$ cat src/rtl/pong_pkg.sv
// Shared types and default constants for the pong ball/collision engine.
package pong_pkg;

    localparam int DEF_COORD_W   = 13;
    localparam int DEF_SCREEN_W  = 640;
    localparam int DEF_SCREEN_H  = 480;
    localparam int DEF_BALL_SIZE = 10;

    typedef enum logic [2:0] {
        ST_SERVE,
        ST_IDLE,
        ST_STEP,
        ST_SCAN,
        ST_COMMIT,
        ST_OVER
    } state_t;

endpackage

$ cat src/rtl/box_overlap.sv
// Inclusive axis-aligned overlap test between a square ball and one paddle box.
module box_overlap #(
    parameter int W    = 15,
    parameter int SIZE = 10
) (
    input  logic signed [W-1:0] bx,
    input  logic signed [W-1:0] by,
    input  logic signed [W-1:0] left,
    input  logic signed [W-1:0] right,
    input  logic signed [W-1:0] top,
    input  logic signed [W-1:0] bottom,
    output logic                hit
);

    logic signed [W-1:0] bx_far;
    logic signed [W-1:0] by_far;

    always_comb begin
        bx_far = bx + W'(SIZE - 1);
        by_far = by + W'(SIZE - 1);
        hit    = (bx <= right) && (bx_far >= left) && (by <= bottom) && (by_far >= top);
    end

endmodule

$ cat src/rtl/pong_collision_engine.sv
// Per-frame ball advance, sequential paddle scan, wall/paddle reflection,
// scoring and serve/game-over sequencing.
module pong_collision_engine
    import pong_pkg::*;
#(
    parameter int NUM_PADDLES  = 2,
    parameter int COORD_W      = DEF_COORD_W,
    parameter int BALL_SIZE    = DEF_BALL_SIZE,
    parameter int SCREEN_W     = DEF_SCREEN_W,
    parameter int SCREEN_H     = DEF_SCREEN_H,
    parameter int SPEED_X      = 4,
    parameter int SPEED_Y      = 3,
    parameter int SERVE_FRAMES = 60,
    parameter int SCORE_W      = 4,
    parameter int MAX_SCORE    = 9
) (
    input  logic                           clk,
    input  logic                           reset,
    input  logic                           new_frame,
    input  logic                           pause,
    input  logic [NUM_PADDLES*COORD_W-1:0] pad_left,
    input  logic [NUM_PADDLES*COORD_W-1:0] pad_right,
    input  logic [NUM_PADDLES*COORD_W-1:0] pad_top,
    input  logic [NUM_PADDLES*COORD_W-1:0] pad_bottom,
    output logic [COORD_W-1:0]             ball_x,
    output logic [COORD_W-1:0]             ball_y,
    output logic                           hit_valid,
    output logic [2:0]                     hit_idx,
    output logic [SCORE_W-1:0]             score_l,
    output logic [SCORE_W-1:0]             score_r,
    output logic                           game_over,
    output logic                           busy
);

    localparam int NW    = COORD_W + 1;
    localparam int SW    = COORD_W + 2;
    localparam int CNT_W = $clog2(SERVE_FRAMES + 1);

    localparam logic [COORD_W-1:0]    CENTRE_X = COORD_W'((SCREEN_W - BALL_SIZE) / 2);
    localparam logic [COORD_W-1:0]    CENTRE_Y = COORD_W'((SCREEN_H - BALL_SIZE) / 2);
    localparam logic signed [NW-1:0]  STEP_X   = NW'(SPEED_X);
    localparam logic signed [NW-1:0]  STEP_Y   = NW'(SPEED_Y);
    localparam logic signed [NW-1:0]  X_MAX    = NW'(SCREEN_W - BALL_SIZE);
    localparam logic signed [NW-1:0]  Y_MAX    = NW'(SCREEN_H - BALL_SIZE);
    localparam logic [SCORE_W-1:0]    SCORE_MX = SCORE_W'(MAX_SCORE);

    state_t                    state_q, state_d;
    logic [COORD_W-1:0]        ball_x_q, ball_x_d, ball_y_q, ball_y_d;
    logic                      dir_x_q, dir_x_d, dir_y_q, dir_y_d;
    logic signed [NW-1:0]      nx_q, nx_d, ny_q, ny_d;
    logic [2:0]                scan_idx_q, scan_idx_d;
    logic                      hit_q, hit_d;
    logic [2:0]                hit_sel_q, hit_sel_d;
    logic [COORD_W-1:0]        hit_left_q, hit_left_d, hit_right_q, hit_right_d;
    logic                      hit_valid_q, hit_valid_d;
    logic [2:0]                hit_idx_q, hit_idx_d;
    logic [SCORE_W-1:0]        score_l_q, score_l_d, score_r_q, score_r_d;
    logic                      game_over_q, game_over_d;
    logic                      busy_q, busy_d;
    logic [CNT_W-1:0]          serve_cnt_q, serve_cnt_d;

    // Unused slots are tied off so the 3-bit scan index always addresses a full array.
    logic [COORD_W-1:0] pl [8];
    logic [COORD_W-1:0] pr [8];
    logic [COORD_W-1:0] pt [8];
    logic [COORD_W-1:0] pb [8];

    for (genvar g = 0; g < 8; g++) begin : g_pad
        if (g < NUM_PADDLES) begin : g_used
            assign pl[g] = pad_left  [g*COORD_W +: COORD_W];
            assign pr[g] = pad_right [g*COORD_W +: COORD_W];
            assign pt[g] = pad_top   [g*COORD_W +: COORD_W];
            assign pb[g] = pad_bottom[g*COORD_W +: COORD_W];
        end else begin : g_unused
            assign pl[g] = '0;
            assign pr[g] = '0;
            assign pt[g] = '0;
            assign pb[g] = '0;
        end
    end

    logic signed [SW-1:0] s_bx, s_by, s_l, s_r, s_t, s_b;
    logic                 ov_hit;

    always_comb begin
        s_bx = {nx_q[NW-1], nx_q};
        s_by = {ny_q[NW-1], ny_q};
        s_l  = {2'b00, pl[scan_idx_q]};
        s_r  = {2'b00, pr[scan_idx_q]};
        s_t  = {2'b00, pt[scan_idx_q]};
        s_b  = {2'b00, pb[scan_idx_q]};
    end

    box_overlap #(.W(SW), .SIZE(BALL_SIZE)) u_overlap (
        .bx     (s_bx),
        .by     (s_by),
        .left   (s_l),
        .right  (s_r),
        .top    (s_t),
        .bottom (s_b),
        .hit    (ov_hit)
    );

    always_comb begin
        state_d     = state_q;
        ball_x_d    = ball_x_q;
        ball_y_d    = ball_y_q;
        dir_x_d     = dir_x_q;
        dir_y_d     = dir_y_q;
        nx_d        = nx_q;
        ny_d        = ny_q;
        scan_idx_d  = scan_idx_q;
        hit_d       = hit_q;
        hit_sel_d   = hit_sel_q;
        hit_left_d  = hit_left_q;
        hit_right_d = hit_right_q;
        hit_valid_d = 1'b0;
        hit_idx_d   = hit_idx_q;
        score_l_d   = score_l_q;
        score_r_d   = score_r_q;
        game_over_d = game_over_q;
        busy_d      = busy_q;
        serve_cnt_d = serve_cnt_q;

        case (state_q)
            ST_SERVE: begin
                if (new_frame && !pause) begin
                    if (serve_cnt_q == CNT_W'(SERVE_FRAMES - 1)) begin
                        serve_cnt_d = '0;
                        state_d     = ST_IDLE;
                    end else begin
                        serve_cnt_d = serve_cnt_q + 1'b1;
                    end
                end
            end
            ST_IDLE: begin
                if (new_frame && !pause) begin
                    busy_d  = 1'b1;
                    state_d = ST_STEP;
                end
            end
            ST_STEP: begin
                nx_d       = dir_x_q ? ({1'b0, ball_x_q} + STEP_X) : ({1'b0, ball_x_q} - STEP_X);
                ny_d       = dir_y_q ? ({1'b0, ball_y_q} + STEP_Y) : ({1'b0, ball_y_q} - STEP_Y);
                scan_idx_d = '0;
                hit_d      = 1'b0;
                state_d    = ST_SCAN;
            end
            ST_SCAN: begin
                if (ov_hit && !hit_q) begin
                    hit_d       = 1'b1;
                    hit_sel_d   = scan_idx_q;
                    hit_left_d  = pl[scan_idx_q];
                    hit_right_d = pr[scan_idx_q];
                end
                if (scan_idx_q == 3'(NUM_PADDLES - 1)) begin
                    state_d = ST_COMMIT;
                end else begin
                    scan_idx_d = scan_idx_q + 1'b1;
                end
            end
            ST_COMMIT: begin
                busy_d   = 1'b0;
                state_d  = ST_IDLE;
                ball_y_d = ny_q[COORD_W-1:0];
                if (ny_q[NW-1]) begin
                    ball_y_d = '0;
                    dir_y_d  = ~dir_y_q;
                end else if (ny_q > Y_MAX) begin
                    ball_y_d = Y_MAX[COORD_W-1:0];
                    dir_y_d  = ~dir_y_q;
                end

                // Scoring overrides the clamped y with the serve position; dir_y keeps its flip.
                if (hit_q) begin
                    dir_x_d     = ~dir_x_q;
                    ball_x_d    = dir_x_q ? (hit_left_q - COORD_W'(BALL_SIZE))
                                          : (hit_right_q + COORD_W'(1));
                    hit_valid_d = 1'b1;
                    hit_idx_d   = hit_sel_q;
                end else if (nx_q[NW-1]) begin
                    score_r_d = (score_r_q == SCORE_MX) ? score_r_q : score_r_q + 1'b1;
                    ball_x_d  = CENTRE_X;
                    ball_y_d  = CENTRE_Y;
                    dir_x_d   = 1'b1;
                    state_d   = ST_SERVE;
                end else if (nx_q > X_MAX) begin
                    score_l_d = (score_l_q == SCORE_MX) ? score_l_q : score_l_q + 1'b1;
                    ball_x_d  = CENTRE_X;
                    ball_y_d  = CENTRE_Y;
                    dir_x_d   = 1'b0;
                    state_d   = ST_SERVE;
                end else begin
                    ball_x_d = nx_q[COORD_W-1:0];
                end

                if ((score_l_d == SCORE_MX) || (score_r_d == SCORE_MX)) begin
                    game_over_d = 1'b1;
                    state_d     = ST_OVER;
                end
            end
            ST_OVER: begin
            end
            default: state_d = ST_SERVE;
        endcase
    end

    always_ff @(posedge clk) begin
        if (reset) begin
            state_q     <= ST_SERVE;
            ball_x_q    <= CENTRE_X;
            ball_y_q    <= CENTRE_Y;
            dir_x_q     <= 1'b1;
            dir_y_q     <= 1'b1;
            nx_q        <= '0;
            ny_q        <= '0;
            scan_idx_q  <= '0;
            hit_q       <= 1'b0;
            hit_sel_q   <= '0;
            hit_left_q  <= '0;
            hit_right_q <= '0;
            hit_valid_q <= 1'b0;
            hit_idx_q   <= '0;
            score_l_q   <= '0;
            score_r_q   <= '0;
            game_over_q <= 1'b0;
            busy_q      <= 1'b0;
            serve_cnt_q <= '0;
        end else begin
            state_q     <= state_d;
            ball_x_q    <= ball_x_d;
            ball_y_q    <= ball_y_d;
            dir_x_q     <= dir_x_d;
            dir_y_q     <= dir_y_d;
            nx_q        <= nx_d;
            ny_q        <= ny_d;
            scan_idx_q  <= scan_idx_d;
            hit_q       <= hit_d;
            hit_sel_q   <= hit_sel_d;
            hit_left_q  <= hit_left_d;
            hit_right_q <= hit_right_d;
            hit_valid_q <= hit_valid_d;
            hit_idx_q   <= hit_idx_d;
            score_l_q   <= score_l_d;
            score_r_q   <= score_r_d;
            game_over_q <= game_over_d;
            busy_q      <= busy_d;
            serve_cnt_q <= serve_cnt_d;
        end
    end

    assign ball_x    = ball_x_q;
    assign ball_y    = ball_y_q;
    assign hit_valid = hit_valid_q;
    assign hit_idx   = hit_idx_q;
    assign score_l   = score_l_q;
    assign score_r   = score_r_q;
    assign game_over = game_over_q;
    assign busy      = busy_q;

endmodule

$ cat config.mk
export PLATFORM = sky130hd
export DESIGN_NAME = pong_collision_engine
export DESIGN_NICKNAME = d
export VERILOG_FILES = /design/src/rtl/pong_pkg.sv /design/src/rtl/box_overlap.sv /design/src/rtl/pong_collision_engine.sv
export SDC_FILE = /design/constraint.sdc
export NUM_CORES = 1
export LEC_CHECK = 0
export BUFFER_PORTS_ARGS = -buffer_cell sky130_fd_sc_hd__buf_4
export CAP_MARGIN = 20
export CORE_MARGIN = 2
export CORE_UTILIZATION = 45
export DETAILED_ROUTE_END_ITERATION = 10
export PLACE_DENSITY = 0.67
export RECOVER_POWER = 25
export SETUP_SLACK_MARGIN = 0.05
export SYNTH_ARGS = -nofsm -noshare
export SYNTH_HDL_FRONTEND = slang
export SYNTH_SLANG_ARGS = --single-unit
$ cat constraint.sdc
create_clock -name clk -period 4.45 [get_ports clk]
set_clock_uncertainty 0.05 [all_clocks]
set_input_delay 0.445 -clock clk [delete_from_list [all_inputs] [get_ports clk]]
set_output_delay 0.445 -clock clk [all_outputs]
set_load 0.1 [all_outputs]
==> impl_results.md <==
- Hold Crit Class: primary input to register
- Largest area contributor in the netlist: dfxtp_1
- Setup repair after global routing missed its margin: false
- Detailed Place HPWL: 17,900 um
- Clock sink total: 112
- H-tree levels: 3
- Synthesized area: approximately 0.0085 sq mm
- Final setup vio count: 0
- Total track usage: 23.5%
- CP Max Fanout: 43
- Area of the multi-input gates: roughly 0.006 sq mm
- Metal-1 WL: 11,300 um
- Dpl cells: 1,426
- Via density: 5.66
- Clock slew at reported path FFs: 0.07 ns
- Via Count: 8,160
- Number of global-route vias before repair: 7,470
- Post-CTS setup buffers: 0
- Final TNS setup: 0 ns
- Flops & latches, synth: 112
- Avg Inst Size Synth: 7.82 sq um
- Crit path DAT: 3.87 ns
- Top FF cell, synth: dfxtp_1
- CTS tree: done
- Worst Path Class, Setup: register to register
- Largest net degree at the start of global routing: roughly 110
- DRC: 0
- Layout cell share with drive strength beyond 1: 16.8%
- Total grt overflow: 0
- DRT Pass-1 Iters: 5
- Total die area: about 0.02 sq mm
- Number of I/O pins: 148
- PostCTS Resize Cnt: 0
- Max Slew Vio Count: 0
- Post-route ant nets: 0
- Rows: 50
- Max Cap Viol: 0
- Maximum VDD drop: 0.188 mV
- Port buffer count: 147
- Final period utilization: 82.8%
- YS warnings: 0
- Clk_lat worst skew: 0.36 ns
- CTS buffer count: 9
- Diode count: 0
- Min cycle time layout: 3.69 ns
- EDFF count, synth: 0
- Initial Util: between 40% and 50%
- Share of Yosys cell area claimed by the top area cell type: between 20% and 30%
- Max frequency: 271 MHz
- Tot Pwr: 2.00 mW
- Mapped Cells: 1,092
- Register area share after synthesis: 26.3%
- Max clock buf depth: 2
- Slew HR: 16.4%
- Post-DP Area: about 0.0098 sq mm
- Clock Tree Root: clkbuf_16
- First DRT Iteration DRCs: 586
- Leakage: roughly 4.2 nW
- Ranking of synthesized cells by area: dfxtp_1, ha_1, mux2_2
- Crit path from: scan_idx_q[1]$_SDFFE_PP0P_
- Layout Utilization: 53.6%
- WL met2: around 10,000 um
- Synth top cells by count: nand2_1, dfxtp_1, a21oi_1
- Fillers: between 1,500 and 2,000
- Crit path launch type: register
- R2R Path Start: scan_idx_q[1]$_SDFFE_PP0P_
- Area delta synth->final: 17.1%
- Syn Nets: 1,289
- Final Instance Area: 0.0100 sq mm
- Routed wl met3: 1480 um
- Top layer in use: met4
- Final estimated routing congestion in global placement: 0.892
- Async SR Flop Fraction: 0%
- Tightest Pin Transition: ~1.3 ns
- WL final: 23,500 um
- Power per cell area: 200 mW/mm^2
- Post-DR wirelength/cell: ~16 um
- First-pass GRT wire length: 38,100 um
- Yosys cell types: between 60 and 70
- Hold Fails Final Rpt: 0
- Critical Path RT: 4.63 ns
- Area occupied by registers: 0.00224 sq mm
- Non-filler cells, final: about 1,400
- Die X: between 100 and 150 um
- Antenna violations before repair: 0
- Crit. End Element: register
- Core area: between 0.015 and 0.02 sq mm
- Die Y: approximately 140 um
- Hold_sp: reset
- Fin nets: roughly 1,400
- Cts hold-fix bufs: 0
- Most frequent cell after synthesis: nand2_1
- Status: finished clean
## layout make-up
| class | instances | area share (%) |
|---|---|---|
| clock inverters | 5 | 0.588 |
| repair buffers | 161 | 11.0 |
| clock buffers | 10 | 2.29 |
| flip-flops and latches | 112 | 22.4 |
| inverters | 39 | 1.46 |
| multi-input cells | 881 | 59.3 |
| well taps | 234 | 2.93 |
## cells by family after synthesis
family,after synthesis,share of synthesized area [%]
flip-flops,112,26.3
AO/OA/AOI/OAI,250,18.5
XOR/XNOR,67,6.87
multiplexers,60,7.74
AND/OR/NAND/NOR,415,22.9
adder cells (fa/ha/maj),89,13.2
buffers and inverters,99,4.53
## metrics by stage
step                worst slack, ns  hold slack, ns
floorplan                     0.936           0.381
CTS                           0.718           0.416
finish                        0.764           0.359
global placement              0.810           0.398
global route                  0.480           0.372
detailed placement            0.727           0.404
## metal layers
layer / track usage (%) / vias up
li1: - / 4118
met1: 34.5 / 3779
met2: 36.9 / 245
met3: 3.00 / 18
met4: 4.95 / 0
met5: 0 / -
## power by group
group	total [mW]	switching, mW	internal, mW
Sequential	1.00	0.00114	1.00
Clock	0.817	0.383	0.434
Combinational	0.175	0.0725	0.103
Total	2.00	0.456	1.54
## flip-flops by register name, summed over array words and instances (netlist names), 4 cells and up
signal / count
hit_right_q: 13
ball_x: 13
nx_q: 14
score_l: 4
ny_q: 14
serve_cnt_q: 6
score_r: 4
hit_left_q: 13
ball_y: 13
## worst paths after layout
check,to,slack [ns],cells after the start
max,hit_sel_q[2]$_SDFFE_PP0P_,0.76,13
min,ny_q[7]$_SDFFE_PP0P_,0.36,2
max reg2reg,hit_sel_q[2]$_SDFFE_PP0P_,0.76,13
min reg2reg,hit_idx[1]$_SDFFE_PP0P_,0.41,2
## worst max-delay path: stages (launching register included)
cell and delay (ns):
dfxtp_1 0.38, nor2_4 0.40, buf_4 0.45, nand2_1 0.10, ha_1 0.30, a211o_1 0.26
o211ai_1 0.10, o2111ai_1 0.15, a221oi_1 0.27, o311ai_0 0.25, a211oi_4 0.24, buf_4 0.34
mux2i_1 0.22, nor2_1 0.05
## placed cells by master, fill, tap and decap left out, types with 3 or more instances in the layout
master,netlist,layout
nand2_1,140,140
buf_4,1,126
dfxtp_1,112,111
a21oi_1,105,105
nor2_1,93,92
ha_1,87,87
nand3_1,50,50
mux2_2,48,48
xnor2_1,46,46
inv_1,39,39
o21ai_0,37,37
clkbuf_1,49,35
nand2b_1,29,29
nor3_1,26,25
xor2_1,21,21
nand4_1,16,16
a211o_1,14,14
a21o_1,13,13
mux2i_1,12,12
a211oi_1,12,12
a31oi_1,11,11
and3_1,10,10
nor4_1,9,9
clkbuf_16,0,9
o211ai_1,8,8
nor2b_1,7,7
or2_2,6,6
and2_1,7,6
o21bai_1,6,6
or3_1,6,6
a221oi_1,6,6
o21a_1,4,4
a2111oi_0,4,4
o2111a_1,3,3
o311ai_0,3,3
nand3b_1,3,3
Power figures use the tool's default switching activity.
